[src/rtl/pipe_ctrl_pkg.sv]
// pipe_ctrl_pkg: shared constants and types for the pipeline sequencer.
//   - stall bit values and the five stall patterns written to pc_reg/if_id/...
//   - reset level, exception codes and FSM state encoding
package pipe_ctrl_pkg;

  // Stall bit meaning: 1 freezes the stage register.
  localparam logic STOP    = 1'b1;
  localparam logic NO_STOP = 1'b0;

  // Level of rst that resets the block.
  localparam logic RST_ENABLE = 1'b0;

  // Stall vectors, bit0 PC ... bit5 WB. A request freezes its own stage and
  // everything upstream of it.
  localparam logic [5:0] STALL_NONE = 6'b000000;
  localparam logic [5:0] STALL_IF   = 6'b000011;
  localparam logic [5:0] STALL_ID   = 6'b000111;
  localparam logic [5:0] STALL_EX   = 6'b001111;
  localparam logic [5:0] STALL_MEM  = 6'b011111;

  // Exception codes delivered by the MEM stage.
  localparam logic [31:0] EXC_NONE    = 32'h00000000;
  localparam logic [31:0] EXC_INT     = 32'h00000001;
  localparam logic [31:0] EXC_SYSCALL = 32'h00000008;
  localparam logic [31:0] EXC_ERET    = 32'h0000000e;

  typedef enum logic [0:0] {
    ST_RUN        = 1'b0,
    ST_FLUSH_HOLD = 1'b1
  } state_e;

endpackage : pipe_ctrl_pkg

[src/rtl/pipe_ctrl_sat_counter.sv]
// pipe_ctrl_sat_counter: up-counter that sticks at LIMIT.
//   clk   : clock
//   rst   : synchronous reset, active-low
//   inc   : count up by one this cycle (ignored at LIMIT)
//   clr   : return to zero this cycle (wins over inc)
//   count : current value
module pipe_ctrl_sat_counter
  import pipe_ctrl_pkg::*;
#(
  parameter int unsigned      WIDTH = 32,
  parameter logic [WIDTH-1:0] LIMIT = '1
) (
  input  logic             clk,
  input  logic             rst,
  input  logic             inc,
  input  logic             clr,
  output logic [WIDTH-1:0] count
);

  logic [WIDTH-1:0] count_d, count_q;

  always_comb begin
    // NOTE: assigning a default first on every path keeps always_comb from inferring a latch.
    count_d = count_q;
    if (clr) begin
      count_d = '0;
    end else if (inc && (count_q < LIMIT)) begin
      count_d = count_q + WIDTH'(1);
    end
  end

  // NOTE: sequential state uses non-blocking assignments so every flop samples pre-edge values.
  always_ff @(posedge clk) begin
    if (rst == RST_ENABLE) begin
      count_q <= '0;
    end else begin
      count_q <= count_d;
    end
  end

  assign count = count_q;

endmodule : pipe_ctrl_sat_counter

[src/rtl/pipe_ctrl.sv]
// pipe_ctrl: central pipeline sequencer.
//   clk               : clock, rising edge
//   rst               : synchronous reset, active-low
//   stallreq_from_if  : instruction bus wait
//   stallreq_from_id  : load-use hazard
//   stallreq_from_ex  : multi-cycle mul/div/madd
//   stallreq_from_mem : data bus wait
//   excepttype_i      : exception code from MEM, 0 = none
//   cp0_epc_i         : EPC, redirect target for ERET
//   stall             : per-stage freeze vector (bit0 PC .. bit5 WB)
//   flush             : clear all pipeline registers
//   new_pc            : redirect target, valid while flush=1 (0 otherwise)
//   stall_cnt         : saturating count of stalled cycles
//   stall_timeout     : sticky flag, MEM stall lasted STALL_TIMEOUT cycles
// STALL_TIMEOUT must be at least 1; FLUSH_EXTRA is 0..7.
module pipe_ctrl
  import pipe_ctrl_pkg::*;
#(
  parameter logic [31:0] EXC_VECTOR    = 32'h00000020,
  parameter int unsigned FLUSH_EXTRA   = 1,
  parameter int unsigned STALL_TIMEOUT = 1023
) (
  input  logic        clk,
  input  logic        rst,
  input  logic        stallreq_from_if,
  input  logic        stallreq_from_id,
  input  logic        stallreq_from_ex,
  input  logic        stallreq_from_mem,
  input  logic [31:0] excepttype_i,
  input  logic [31:0] cp0_epc_i,
  output logic [5:0]  stall,
  output logic        flush,
  output logic [31:0] new_pc,
  output logic [31:0] stall_cnt,
  output logic        stall_timeout
);

  localparam int unsigned MEM_W = $clog2(STALL_TIMEOUT + 1);

  state_e      state_d, state_q;
  logic [2:0]  hold_cnt_d, hold_cnt_q;
  logic [31:0] new_pc_d, new_pc_q;
  logic        stall_timeout_d, stall_timeout_q;

  logic [31:0]      exc_target;
  logic             exc_now;
  logic             mem_inc, mem_clr;
  logic [MEM_W-1:0] mem_wait_cnt;

  assign exc_now    = (excepttype_i != EXC_NONE);
  assign exc_target = (excepttype_i == EXC_ERET) ? cp0_epc_i : EXC_VECTOR;

  always_comb begin
    state_d    = state_q;
    hold_cnt_d = hold_cnt_q;
    new_pc_d   = new_pc_q;
    stall      = STALL_NONE;
    flush      = 1'b0;
    new_pc     = '0;

    unique case (state_q)
      ST_RUN: begin
        if (exc_now) begin
          // Exception beats every stall request; redirect in this same cycle.
          flush    = 1'b1;
          new_pc   = exc_target;
          new_pc_d = exc_target;
          if (FLUSH_EXTRA > 0) begin
            hold_cnt_d = 3'(FLUSH_EXTRA);
            state_d    = ST_FLUSH_HOLD;
          end
        end else if (stallreq_from_mem) begin
          // Deepest requesting stage wins; patterns are not ORed together.
          stall = STALL_MEM;
        end else if (stallreq_from_ex) begin
          stall = STALL_EX;
        end else if (stallreq_from_id) begin
          stall = STALL_ID;
        end else if (stallreq_from_if) begin
          stall = STALL_IF;
        end
      end
      ST_FLUSH_HOLD: begin
        // Keep flushing fetches already in flight; new exceptions are ignored.
        flush      = 1'b1;
        new_pc     = new_pc_q;
        hold_cnt_d = hold_cnt_q - 3'd1;
        if (hold_cnt_q <= 3'd1) begin
          state_d = ST_RUN;
        end
      end
      default: state_d = ST_RUN;
    endcase

    // Reset forces quiet outputs in the reset cycle itself, even mid-flush.
    if (rst == RST_ENABLE) begin
      stall  = STALL_NONE;
      flush  = 1'b0;
      new_pc = '0;
    end
  end

  // Watchdog: count consecutive MEM waits seen in RUN without an exception.
  assign mem_inc = (rst != RST_ENABLE) && (state_q == ST_RUN) && !exc_now
                   && stallreq_from_mem;
  assign mem_clr = !stallreq_from_mem || flush;

  // Flag is set on the edge where the counter reaches the limit.
  assign stall_timeout_d = stall_timeout_q
                           || (mem_inc && (mem_wait_cnt >= MEM_W'(STALL_TIMEOUT - 1)));

  always_ff @(posedge clk) begin
    if (rst == RST_ENABLE) begin
      state_q         <= ST_RUN;
      hold_cnt_q      <= '0;
      new_pc_q        <= '0;
      stall_timeout_q <= 1'b0;
    end else begin
      state_q         <= state_d;
      hold_cnt_q      <= hold_cnt_d;
      new_pc_q        <= new_pc_d;
      stall_timeout_q <= stall_timeout_d;
    end
  end

  assign stall_timeout = stall_timeout_q;

  pipe_ctrl_sat_counter #(
    .WIDTH (32),
    .LIMIT (32'hFFFFFFFF)
  ) u_stall_cnt (
    .clk   (clk),
    .rst   (rst),
    .inc   (stall != STALL_NONE),
    .clr   (1'b0),
    .count (stall_cnt)
  );

  pipe_ctrl_sat_counter #(
    .WIDTH (MEM_W),
    .LIMIT (MEM_W'(STALL_TIMEOUT))
  ) u_mem_wait_cnt (
    .clk   (clk),
    .rst   (rst),
    .inc   (mem_inc),
    .clr   (mem_clr),
    .count (mem_wait_cnt)
  );

endmodule : pipe_ctrl

[config.mk]
export PLATFORM = sky130hd
export DESIGN_NAME = pipe_ctrl
export DESIGN_NICKNAME = d
export VERILOG_FILES = /design/src/rtl/pipe_ctrl_pkg.sv /design/src/rtl/pipe_ctrl_sat_counter.sv /design/src/rtl/pipe_ctrl.sv
export SDC_FILE = /design/constraint.sdc
export NUM_CORES = 1
export LEC_CHECK = 0
export BUFFER_PORTS_ARGS = -buffer_cell sky130_fd_sc_hd__buf_4
export CORE_AREA = 2 2 91 93
export DETAILED_ROUTE_END_ITERATION = 8
export DIE_AREA = 0 0 93 95
export PLACE_DENSITY = 0.82
export SETUP_SLACK_MARGIN = 0.05
export SLEW_MARGIN = 20
export SYNTH_ARGS = -nofsm -noshare
export SYNTH_HDL_FRONTEND = slang
export SYNTH_SLANG_ARGS = --single-unit
[constraint.sdc]
create_clock -name clk -period 4.35 [get_ports clk]
set_clock_uncertainty 0.1 [all_clocks]
set_input_delay 0.87 -clock clk [delete_from_list [all_inputs] [get_ports clk]]
set_output_delay 0.87 -clock clk [all_outputs]
set_load 0.005 [all_outputs]
==> impl_metrics.toml, run 1 <==
[outcome]
status = "complete, no violations"

[place]
routabilityCongestion = 0.875
hpwl_mm = 7.69
pre_cts_ws_ns = 0.509
portBuffers = 140

[die]
fp.dieW_um = 93
initial_core_util_pct = 52.3
die_y_um = 95
core_area_mm2 = 0.00793
std_cell_rows = 33
dieArea_mm2 = 0.00884
ios = 142

[clocking]
cts_buffers = 9
cts_tree = "done"
clock-sinks = 79
cts_root_buf = "clkbuf_8"
ctsResizeCount = 0
htreeDepth = 3
post_cts_buffers = 0
clock_path_buffers = 2
clk_latency_ns = 0.35
cts_hold_buf = 0
clkTransAtPathRegs_ns = 0.09

[global_route]
grt_usage_pct = 23.8
first_global_vias = 3693
grt_pass1_wl_mm = 17.1
overflow = 0
grt_max_degree = 68
antenna_found_initial = 0

[power_and_ir_drop]
leakagePower_nw = 2.18
sw_frac_of_total_pct = 26.9
p_sw_mw = 0.367
peakVddDrop_uv = 233
sequentialPowerShare_pct = 53.4
intPower_mw = 0.999
powerDensity_mw_per_mm2 = 253
comb_power_share_pct = 8.8
power_mw = 1.37
p_clk_share_pct = 37.8

[synth]
synth_edf_count = 0
synth_common_cells = "dfxtp_1 (79), nand2_1 (43), nand3_1 (34)"
synth_xor_area_share_pct = 1.90
ys_warn_count = 0
ys_seq_elements = 79
async_reset_ff_share_pct = 0
avgSynthCellArea_um2 = 9.09
synth-seq-area-share_pct = 38.1
synthFlopType = "dfxtp_1"
synth_top_area_share_pct = 38.1
synthTopCellsByArea = "dfxtp_1 (38%), a22o_1 (6.5%), a32o_1 (5.8%)"
syn-cell-area_mm2 = 0.00415
synthSimpleGateAreaFrac_pct = 29.5
synth_fa_ha_area_share_pct = 1.51
synth_nets = 531
yosysTopAreaCell = "dfxtp_1"
synth_compound_area_share_pct = 20.8
ys_types = 47
synth_most_common_cell = "dfxtp_1"
synth_top_family_by_area = "simple AND/OR/NAND/NOR gates"
syn_inst = 456
synthMuxAreaShare_pct = 3.14

[final_layout]
nets = 655
diodes = 0
area_growth_pct = 30.3
nFillCells = 657
final_util_pct = 68.2
drive_gt1_share_pct = 31.6

[drt]
drt_iter0_drc = 173
drc = 0
drtAntennaViolNets = 0
wire_per_inst_um = 15.8
drt_wl_total_mm = 10.9
drtPass1Iterations = 5
viasPerCell = 6.04
num_vias = 4171

[critical_path]
critPathRequiredTime_ns = 3.38
cp_max_fo = 40
criticalPathCategory = "input port to output pin"
crit_family = "simple AND/OR/NAND/NOR gates"
crit_buf_inv = 2
slowest_stage = "and2_2"
r2r_cells = 5
worstPathArrival_ns = 2.89
timing.rr.end = "u_stall_cnt.count[2]"
worstReg2RegStart = "u_stall_cnt.count[21]"
cp_common_cell = "buf_4"
worstSetupEndpointType = "output pin"
critPathLaunchType = "input port"
cp-startpoint = "excepttype_i[25]"
max_stage_delay_ns = 0.64
reg2reg_slack_ns = 1.65
path_cells = "buf_4, nor4_2, nand4_2, nor4_4, and2_2, a22o_1, buf_4"

[sta]
setup_tns_ns = 0
maxSlewViolCount = 0
worst_slew_pin_slew_ns = 1.02
setup_viol = 0
period_share_pct = 88.8
post-route-min-period_ns = 3.86
timing.fmax_ghz = 0.259
fin_ws_ns = 0.487
slew_headroom_pct = 31.6
rsz0062_at_grt = "no"
hold_violations = 0
worst_hold_slack_ns = 0.353

[flow_run]
cap_viol_max_count = 0

[hold_path]
hp-class = "flip-flop to flip-flop"
whs_endpoint = "new_pc_q[23]"
holdPathStages = 2
hp-start = "new_pc_q[23]"
==> sequential cells by signal, summed over array words and instances, names as in the netlist <==
| signal | cells |
|---|---|
| hold_cnt_q | 3 |
| new_pc_q | 32 |
| stall_timeout | 1 |
| state_q | 1 |
| u_mem_wait_cnt.count | 10 |
| u_stall_cnt.count | 32 |
==> power by group through the flow <==
stage / combinational (mW) / sequential, mW / clock, mW
finish: 0.121 / 0.730 / 0.516
global placement: 0.116 / 0.747 / 0
global route: 0.130 / 0.731 / 0.554
detailed placement: 0.119 / 0.747 / 0
CTS: 0.120 / 0.730 / 0.522
floorplan: 0.0480 / 0.744 / 0
==> kinds of logic (layout without fill, tap and decap cells) <==
family / after synthesis / in the layout
AND/OR/NAND/NOR: 197 / 197
AO/OA/AOI/OAI: 109 / 109
flip-flops: 79 / 79
buffers and inverters: 43 / 172
multiplexers: 13 / 13
XOR/XNOR: 9 / 9
adder cells (fa/ha/maj): 5 / 5
other: 1 / 1
==> stage by stage <==
| stage | cells | cell area (um^2) |
|---|---|---|
| after global placement | 674 | 5210 |
| after floorplan | 456 | 4150 |
| after detailed placement | 674 | 5210 |
| after CTS | 690 | 5400 |
| final | 690 | 5400 |
| after global routing | 690 | 5400 |
==> worst min-delay path, cell delays in order (launching register included) <==
cell and delay (ns):
dfxtp_1 0.32, nand3_1 0.06, nand2_1 0.04
==> final cells by class <==
class                   instances  area (um^2)  area share (%)
inverters                      10         37.5           0.695
multi-input cells             334         2370            43.9
clock buffers                   9          124            2.29
repair buffers                146         1100            20.3
well taps                     105          131            2.43
clock inverters                 7         61.3            1.13
flip-flops and latches         79         1580            29.3
==> placed cells by master, fill, tap and decap left out, types with 9 or more instances in the layout <==
cell type / count
nand3_1: 34
a32o_1: 24
nand4_1: 12
nor4_1: 9
inv_1: 10
clkbuf_8: 9
mux2i_1: 13
or4_1: 15
buf_4: 146
o31ai_1: 16
nand2b_1: 13
a22o_1: 31
nor2_1: 23
nand2_1: 43
dfxtp_1: 79
a21oi_1: 19
==> per-layer routing <==
metal  track usage, %  routed length [um]  vias up
met1             29.0                4500     2001
met4             8.33                 180        0
met3             5.03                 622       17
li1                 -                   -     2000
met5                0                   0        -
met2             41.7                5630      153
==> how the worst max path moves through the flow <==
stage	to	slack, ns	cells after the start
floorplan	new_pc[31]	0.95	7
global placement	new_pc[14]	0.55	7
detailed placement	new_pc[14]	0.51	7
CTS	new_pc[14]	0.50	7
global route	new_pc[3]	0.30	7
finish	new_pc[17]	0.49	7
(Power assumes the default switching activity.)
==> run 2, diff against run 1 <==
Settings changed: ABC_AREA set to 1, CORE_AREA 2 2 91 93 to 2 2 69 121, DIE_AREA 0 0 93 95 to 0 0 71 123, PLACE_DENSITY 0.82 to 0.83.
==> run 2 against run 1 <==
Compared with the run above:
- maximum frequency is 12% higher
- synthesized area is 0.94% higher
- sequential power hardly changed
- via count is 10% higher
- combinational power is 6% higher
- cell count is 24% higher
- critical path type unchanged
- critical endpoint is now new_pc[12]
- largest cell class unchanged
- highest routed layer unchanged
==> impl_metrics.toml, run 2 <==
[clocking]
clock_path_buffers = 2
cts_buffers = 9
cts_root_buf = "clkbuf_16"
clk_latency_ns = 0.33
clkTransAtPathRegs_ns = 0.06
post_cts_buffers = 0
clock-sinks = 79
cts_hold_buf = 0
cts_tree = "done"
htreeDepth = 3
ctsResizeCount = 0

[drt]
drt_wl_total_mm = 11.2
drtAntennaViolNets = 0
num_vias = 4594
viasPerCell = 5.38
wire_per_inst_um = 13.1
drtPass1Iterations = 4
drc = 0
drt_iter0_drc = 274

[power_and_ir_drop]
p_sw_mw = 0.359
comb_power_share_pct = 8.3
sw_frac_of_total_pct = 23.3
sequentialPowerShare_pct = 47.3
intPower_mw = 1.18
peakVddDrop_uv = 341
power_mw = 1.54
p_clk_share_pct = 44.5
leakagePower_nw = 2.35
powerDensity_mw_per_mm2 = 280

[critical_path]
critPathRequiredTime_ns = 3.38
worstSetupEndpointType = "output pin"
cp_max_fo = 31
critPathLaunchType = "input port"
worstPathArrival_ns = 2.49
criticalPathCategory = "input port to output pin"

[place]
place_area_mm2 = 0.00523
hpwl_mm = 8.21
portBuffers = 140
routabilityCongestion = 0.848

[synth]
yosysTopAreaCell = "dfxtp_1"
synth_edf_count = 0
synth_common_cells = "nand2_1 (151), a21oi_1 (105), nor2_1 (83)"
synthFlopType = "dfxtp_1"
avgSynthCellArea_um2 = 6.60
synth_nets = 709
syn_inst = 634
synth_most_common_cell = "nand2_1"
synth-seq-area-share_pct = 37.8
synth_top_area_share_pct = 37.8
ys_seq_elements = 79
syn-cell-area_mm2 = 0.00419
ys_types = 34
async_reset_ff_share_pct = 0
ys_warn_count = 0
synthTopCellsByArea = "dfxtp_1 (38%), nand2_1 (14%), a21oi_1 (13%)"

[final_layout]
layout_common_cells = "nand2_1 (151), buf_4 (145), a21oi_1 (105), nor2_1 (82), dfxtp_1 (79)"
drive_gt1_share_pct = 24.6
nets = 834
final_common_cell = "nand2_1"
multi_input_area_mm2 = 0.00224
area_growth_pct = 31.5
regArea_mm2 = 0.00158
nFillCells = 640
diodes = 0
finalInstanceArea_mm2 = 0.00550

[sta]
worst_slew_pin_slew_ns = 0.829
post-route-min-period_ns = 3.46
setup_tns_ns = 0
period_share_pct = 79.6
hold_violations = 0
slew_headroom_pct = 44.6
maxSlewViolCount = 0
timing.fmax_ghz = 0.289
setup_viol = 0
rsz0062_at_grt = "no"

[die]
core_area_mm2 = 0.00780
std_cell_rows = 43
die_y_um = 123
fp.dieW_um = 71
ios = 142
dieArea_mm2 = 0.00873
initial_core_util_pct = 53.6

[global_route]
grt_pass1_wl_mm = 18.5
grt_usage_pct = 25.7
overflow = 0
grt_max_degree = 41
first_global_vias = 4413
antenna_found_initial = 0

[flow_run]
cap_viol_max_count = 0

[hold_path]
hp-class = "flip-flop to flip-flop"

[outcome]
status = "complete, no violations"
==> run 2: power by group through the flow <==
stage                     Combinational, mW  Sequential, mW  Clock, mW
after global placement                0.125           0.745          0
final                                 0.128           0.729      0.686
after CTS                             0.127           0.729      0.701
after detailed placement              0.127           0.745          0
after floorplan                      0.0620           0.744          0
after global routing                  0.141           0.729      0.727
==> run 2: critical path, stage by stage <==
cell and delay, ns:
buf_4 0.11, nor2_1 0.11, nand2_1 0.08, nor2_2 0.14, nand2_2 0.13, nor4_4 0.22, buf_4 0.34, nand3_1 0.16
a21oi_1 0.18, buf_4 0.13
==> run 2: cells by family after synthesis <==
kind of cell,after synthesis,synth area share (%)
xor+xnor,2,0.419
buf+inv,80,8.67
simple gates,351,37.4
fa+ha+maj,5,1.49
compound gates,116,14.2
other cells,1,0.0896
flops,79,37.8
==> run 2: path summary, 6_finish.rpt <==
kind                                 to  depth (start not counted)  slack [ns]                  from
setup / recovery             new_pc[12]                         10        0.89      excepttype_i[29]
hold / removal            stall_timeout                          2        0.35         stall_timeout
setup reg to reg  u_stall_cnt.count[14]                         11        2.00  u_stall_cnt.count[0]
hold reg to reg           stall_timeout                          2        0.35         stall_timeout
==> run 2: final cells by class <==
class	count	share of cell area, %
clock buffers	10	4.34
repair buffers	146	20.2
multi-input cells	475	40.8
flip-flops and latches	79	28.7
inverters	48	3.27
well taps	90	2.05
clock inverters	6	0.660
==> run 2: layer usage <==
layer  track usage, %  vias to the layer above  share of wire, %
met5                0                        -                 0
met4             11.7                        0               2.1
met3             5.30                       24               6.3
met2             48.1                      152                53
met1             27.3                     2083                39
li1                 -                     2335                 -
==> run 2: stage by stage <==
stage / util [%] / setup slack [ns] / hold WS (ns) / cells
after floorplan: - / 1.39 / 0.325 / 634
after global placement: 67.0 / 0.947 / 0.335 / 838
after detailed placement: 67.0 / 0.916 / 0.343 / 838
after CTS: 70.5 / 0.901 / 0.352 / 854
after global routing: 70.5 / 0.706 / 0.380 / 854
final: 70.5 / 0.888 / 0.350 / 854
